===== config.mk =====
export PLATFORM = sky130hd
export DESIGN_NAME = gold_code_gen
export DESIGN_NICKNAME = d
export VERILOG_FILES = /design/src/rtl/gold_code_gen.sv
export SDC_FILE = /design/constraint.sdc
export NUM_CORES = 1
export LEC_CHECK = 0
export ABC_AREA = 1
export BUFFER_PORTS_ARGS = -buffer_cell sky130_fd_sc_hd__buf_2
export CORE_MARGIN = 2
export CORE_UTILIZATION = 50
export DETAILED_ROUTE_END_ITERATION = 10
export GPL_TIMING_DRIVEN = 0
export PLACE_DENSITY = 0.76
export REMOVE_ABC_BUFFERS = 1
export SLEW_MARGIN = 15
export SYNTH_ARGS = -nofsm -noshare
export SYNTH_HDL_FRONTEND = slang
export SYNTH_SLANG_ARGS = --single-unit

===== constraint.sdc =====
create_clock -name clk -period 1.8 [get_ports clk]
set_input_delay 0.09 -clock clk [delete_from_list [all_inputs] [get_ports clk]]
set_output_delay 0.09 -clock clk [all_outputs]
set_load 0.1 [all_outputs]

===== src/rtl/gold_code_gen.sv =====
// Multi-channel Gold code generator: one shared G1 LFSR plus CHANNELS independent G2
// LFSRs, each with a runtime-loadable initial state and a programmable epoch length.
module gold_code_gen #(
  parameter int           N        = 10,
  parameter logic [N-1:0] G1_POLY  = 10'h204,
  parameter logic [N-1:0] G2_POLY  = 10'h3A6,
  parameter logic [N-1:0] G1_INIT  = 10'h3FF,
  parameter logic [N-1:0] G2_INIT  = 10'h3FF,
  parameter int           CODE_LEN = 1023,
  parameter int           CHANNELS = 2,
  localparam int          CH_W     = (CHANNELS > 1) ? $clog2(CHANNELS) : 1,
  localparam int          IDX_W    = $clog2(CODE_LEN)
) (
  input  logic                clk,
  input  logic                rst,
  input  logic                en,
  input  logic                sync,
  input  logic                load,
  input  logic [CH_W-1:0]     load_ch,
  input  logic [N-1:0]        load_state,
  output logic [CHANNELS-1:0] chip_out,
  output logic [IDX_W-1:0]    chip_idx,
  output logic                epoch
);

  localparam logic [IDX_W-1:0] LAST_IDX = IDX_W'(CODE_LEN - 1);

  logic [N-1:0]     g1_q;
  logic [N-1:0]     g1_d;
  logic [N-1:0]     g2_q   [CHANNELS];
  logic [N-1:0]     g2_d   [CHANNELS];
  logic [N-1:0]     init_q [CHANNELS];
  logic [N-1:0]     init_d [CHANNELS];
  logic [IDX_W-1:0] cnt_q;
  logic [IDX_W-1:0] cnt_d;
  logic             epoch_q;
  logic             epoch_d;
  logic             wrap;
  logic             restart;

  function automatic logic [N-1:0] lfsr_step(input logic [N-1:0] s,
                                             input logic [N-1:0] poly);
    return {s[N-2:0], ^(s & poly)};
  endfunction

  // A wrap is an advance out of the last chip; sync overrides it, so no epoch strobe then.
  assign wrap    = en && (cnt_q == LAST_IDX);
  assign restart = sync || wrap;
  assign epoch_d = wrap && !sync;

  // The init registers are written through so a load coinciding with a restart
  // already seeds the restarted G2 from the new value.
  always_comb begin
    for (int c = 0; c < CHANNELS; c++) begin
      init_d[c] = init_q[c];
      if (load && (load_ch == CH_W'(c))) begin
        init_d[c] = load_state;
      end
    end
  end

  always_comb begin
    g1_d  = g1_q;
    cnt_d = cnt_q;
    for (int c = 0; c < CHANNELS; c++) begin
      g2_d[c] = g2_q[c];
    end
    if (restart) begin
      g1_d  = G1_INIT;
      cnt_d = '0;
      for (int c = 0; c < CHANNELS; c++) begin
        g2_d[c] = init_d[c];
      end
    end else if (en) begin
      g1_d  = lfsr_step(g1_q, G1_POLY);
      cnt_d = cnt_q + IDX_W'(1);
      for (int c = 0; c < CHANNELS; c++) begin
        g2_d[c] = lfsr_step(g2_q[c], G2_POLY);
      end
    end
  end

  always_ff @(posedge clk or posedge rst) begin
    if (rst) begin
      g1_q    <= G1_INIT;
      cnt_q   <= '0;
      epoch_q <= 1'b0;
      for (int c = 0; c < CHANNELS; c++) begin
        g2_q[c]   <= G2_INIT;
        init_q[c] <= G2_INIT;
      end
    end else begin
      g1_q    <= g1_d;
      cnt_q   <= cnt_d;
      epoch_q <= epoch_d;
      for (int c = 0; c < CHANNELS; c++) begin
        g2_q[c]   <= g2_d[c];
        init_q[c] <= init_d[c];
      end
    end
  end

  always_comb begin
    chip_out = '0;
    for (int c = 0; c < CHANNELS; c++) begin
      chip_out[c] = g1_q[N-1] ^ g2_q[c][N-1];
    end
  end

  assign chip_idx = cnt_q;
  assign epoch    = epoch_q;

endmodule


Word level (Yosys, flattened, before mapping)
Cells that the tools add are included.
Word-level totals
  register bits: 61
  output and inout bits: 13
  logic and storage cells: 30
Operators by class
  add/sub/neg operators: 1
  equal/unequal tests: 1
  mux-type cells: 8
  bitwise gates (word level): 3
  reductions and logical operators: 10
Operator list (number)
  10-bit 2-to-1 mux: 6
  20-bit 2-to-1 mux: 2
  10-bit parity: 3
  10-bit by 1-bit adder with 10-bit output (second input constant): 1
  10-bit equality test (second input constant): 1
  1-bit logical AND: 4
  2-bit nonzero test: 1
  1-bit bitwise XOR: 2
  1-bit logical NOT: 1
  1-bit logical OR: 1
  1-bit inverter: 1

Depth between registers and ports, before layout
  depth in word-level cells: 4
  mapped depth: 9

Worst setup path before layout
Ideal clock, no wire load.
  path kind: flip-flop to output port
  start point: register g1_q[9]
  end point: output chip_out[0]
  arrival time: 1.988 ns
  data required time: 1.710 ns
  path slack: -0.278 ns
  stages on the path, launching flop included: 2
  path buffers: 0
  cells stage by stage: dfstp_2 xor2_1
On the way
  word-level cells in the longest chain between the ends: 1
RTL lines
  start, declared: RTL line 28  | logic [N-1:0] g1_q;
  start signal, assigned: RTL line 93  | g1_q <= g1_d;
  1-bit bitwise XOR: RTL line 106  | chip_out[c] = g1_q[N-1] ^ g2_q[c][N-1];
  end, declared: RTL line 21  | output logic [CHANNELS-1:0] chip_out,
No other way between the ends.

Worst setup path after layout
Ends and elaborated chain as after synthesis.

==> impl.org <==
** Run status
- The flow ran to the end, and the final reports show no timing, DRC or antenna violations.

** Yosys
- Cell variety after synth :: 30
- After synthesis the netlist holds a flip-flop and latch count of 61.
- Most used DFF post-synth :: sky130_fd_sc_hd__dfstp_2
- Number of flops mapped to enable cells by yosys :: 0
- Number of instances in the synthesized netlist :: 365
- Sequential elements use 52.1% of the synthesized area.
- Of all flip-flops after synthesis, the portion carrying an async set or reset was 100%.
- The mapped netlist covers 3050 µm².
- Mapped Avg Cell Area :: 8.36 µm²
- Yosys Warn Count :: 0

** Setup path
- The worst register-to-register path begins at chip_idx[0]$_DFFE_PP0P_.
- Critical Path RT :: 1.71 ns
- FF-to-FF path depth :: 9
- The worst register-to-register path has a setup slack of 0.17 ns.
- Crit path launch type :: register
- Destination of the worst register-to-register timing path :: chip_idx[7]$_DFFE_PP0P_
- Of all nets on the critical path, the largest fanout is 4.
- Critical Path Sink Type :: output port
- Arrival @ worst endpoint :: 1.55 ns
- Kind of critical path :: reg2out

** Clock tree
- CTS built an H-tree with a depth of 3.
- Clock latency on the worst-skew pair, taken at its later pin, is 0.35 ns.
- Clock tree synthesis found a total of 61 sinks.
- Clock tree synthesis inserted a total of 9 buffers.
- In this run the deepest clock path goes through 2 buffers.
- TritonCTS built the clock tree.
- The tree is rooted in a sky130_fd_sc_hd__clkbuf_8.
- Register clock-pin slew on the reported worst setup and hold paths :: 0.06 ns

** STA
- The number of hold violations in the final report is 0.
- Between clock sinks in the finished design, the worst skew comes to 0.00477 ns.
- Final slew viol count :: 0
- Worst hold slack :: 0.0184 ns
- Slew @ Worst Pin :: 0.730 ns
- RSZ-0062 raised after global routing :: no
- Final critical-path required period :: 1.64 ns
- Adding up every negative setup slack in the final design gives 0 ns.
- Of the available clock period, the critical path in the final layout requires 90.9%.
- Setup violations remaining at the end of the flow were counted as 0.
- Highest achievable clock rate :: 611 MHz
- After layout, the worst setup slack is 0.164 ns.
- Worst-case headroom to the max-slew limit :: 51.3%

** Placed design
- Summed over all nets, the half-perimeter wirelength after detailed placement is 3780 µm.
- Setup WS pre-CTS :: -0.453 ns
- Last weighted congestion value of the routability-driven placer :: 0.752
- Cell Count Post-Placement :: 452
- The count of buffers added on input and output ports is 28.

** Finish
- Most frequent cells in the layout :: sky130_fd_sc_hd__nand2_1, sky130_fd_sc_hd__dfstp_2, sky130_fd_sc_hd__inv_1
- Leaving out fill and tap cells, the most frequent cell in the layout is sky130_fd_sc_hd__nand2_1.
- Of the cells placed in the final design, the portion with a size suffix greater than 1 is 31.4%.
- The final layout contains 415 nets.
- Excluding fillers, the count of instances in the completed layout stands at 476.
- Utilization after layout :: 58.0%
- The area growth from synthesis to layout is 12.6%.
- Antenna cell count :: 0

** Floorplan
- 29 I/O pins were placed.
- Initial standard-cell utilization of the core :: 51.5%
- DIE AREA :: 6740 µm²
- Floorplan die width :: 82.1 µm
- The floorplan has 28 rows.
- From bottom edge to top edge, the die measures 82.1 µm.
- Area of the core :: 5920 µm²

** Job
- Max cap viols :: 0

** Route
- DRC marker count from the first detailed-route iteration :: 158
- The pre-antenna-repair detailed-routing pass consisted of 4 iterations.
- Dividing the detail-routed via count by the number of cells gives 5.08.
- Summed over all layers, the routed wires come to 6020 µm.
- Via total after detailed routing :: 2,419
- For this run, design rule violations remaining after detail routing come to 0.
- Drt wl/cell :: 12.7 µm
- Count of antenna-violating nets left after detailed routing :: 0

** Global route
- Number of global-route vias before repair :: 2,312
- First-pass GRT wire length :: 10,200 µm
- The number of antenna violations at the first check in global routing came to 0.
- After global routing the overflow that remains totals 0.
- For this run, the total global-route usage over all layers was measured as 20.4%.
- Entering global routing, the biggest net connects 62 pins.

** Worst hold path
- The worst hold path was traced through 3 stages.
- The startpoint identified for the worst hold timing path is load_state[3].
- The worst hold path terminates at init_q[13]$_DFF_PP1_.
- In this run the worst hold path is classified as in2reg.

** Power
- Worst vdd ir :: 0.686 mV
- In this run the power density over the cells is 942 nW/µm².
- Total leakage power :: 1.56 nW
==> critical path, stage by stage, from the launching register on <==
cell	delay, ns
sky130_fd_sc_hd__dfstp_2	0.58
sky130_fd_sc_hd__xor2_1	0.17
sky130_fd_sc_hd__buf_2	0.45
==> Yosys cell counts (2+ instances only) <==
cell type	count	area share, %
sky130_fd_sc_hd__dfstp_2	50	43
sky130_fd_sc_hd__xnor2_1	3	0.86
sky130_fd_sc_hd__a21oi_1	3	0.49
sky130_fd_sc_hd__nand2_1	118	15
sky130_fd_sc_hd__nor2_2	19	3.9
sky130_fd_sc_hd__buf_2	5	0.82
sky130_fd_sc_hd__xor2_1	4	1.1
sky130_fd_sc_hd__o21ai_0	21	3.4
sky130_fd_sc_hd__inv_1	37	4.6
sky130_fd_sc_hd__dfrtp_1	11	9.0
sky130_fd_sc_hd__o21ai_1	2	0.33
sky130_fd_sc_hd__nand3_4	2	1.1
sky130_fd_sc_hd__clkbuf_1	6	0.74
sky130_fd_sc_hd__buf_6	2	0.74
sky130_fd_sc_hd__ha_1	2	0.82
sky130_fd_sc_hd__nand3_1	24	3.9
sky130_fd_sc_hd__a21boi_0	2	0.49
sky130_fd_sc_hd__nand4_1	19	3.9
sky130_fd_sc_hd__nor2_1	23	2.8
sky130_fd_sc_hd__o21bai_1	2	0.49
==> worst max-delay path by stage <==
stage	end	startpoint
after floorplan	g1_q[0]$_DFFE_PP1P_	chip_idx[1]$_DFFE_PP0P_
after global placement	g2_q[0]$_DFFE_PP1P_	sync
after detailed placement	chip_idx[7]$_DFFE_PP0P_	sync
after CTS	g1_q[0]$_DFFE_PP1P_	chip_idx[0]$_DFFE_PP0P_
after global routing	chip_idx[7]$_DFFE_PP0P_	chip_idx[0]$_DFFE_PP0P_
final	chip_out[0]	g1_q[9]$_DFFE_PP1P_
==> layer usage <==
metal / vias up / wire (µm) / track usage, %
met4: 0 / 70 / 6.50
met2: 55 / 2940 / 35.1
met5: - / 0 / 0
met1: 1136 / 2660 / 23.8
li1: 1219 / - / -
met3: 9 / 352 / 6.96
==> stage by stage <==
stage	power (mW)	cell area, µm²
after floorplan	2.08	2950
after global placement	2.19	3190
after detailed placement	2.22	3190
after CTS	3.27	3380
after global routing	3.43	3430
final	3.23	3430
==> cell type report <==
cell class | count | area (µm²)
clock buffers | 12 | 145
multi-input cells | 251 | 1230
repair buffers | 36 | 208
inverters | 37 | 149
clock inverters | 3 | 15.0
fillers | 550 | 2490
well taps | 75 | 93.8
repair inverters | 1 | 5.00
flip-flops and latches | 61 | 1590
==> repair_timing <==
item                                    CTS  global route
endpoints found under the setup margin   15             4
pin swaps                                 0             1
resized for setup                         1             2
endpoints found under the hold margin    13             0
hold buffers                              3             0
gates cloned                              0             1
buffers inserted                          0             5
==> kinds of logic after synthesis <==
kind of cell,after synthesis,share of synthesized area [%]
AOI/OAI and AO/OA,31,5.45
xor gates and xnor gates,7,2.01
adders and majority gates,2,0.820
buffers and inverters,53,7.71
DFF,61,52.1
and+or+nand+nor,211,31.9
==> sequential cells by signal, indices dropped and copies added, names as in the netlist <==
name / cells
g2_q: 20
init_q: 20
chip_idx: 10
g1_q: 10
epoch: 1
==> report_power, final <==
| part | switching, mW | internal (mW) | total (mW) |
|---|---|---|---|
| Sequential | 0.0922 | 1.61 | 1.70 |
| Clock | 0.502 | 0.522 | 1.02 |
| Combinational | 0.352 | 0.161 | 0.513 |
Note: power is estimated with default switching activity, not from simulation.
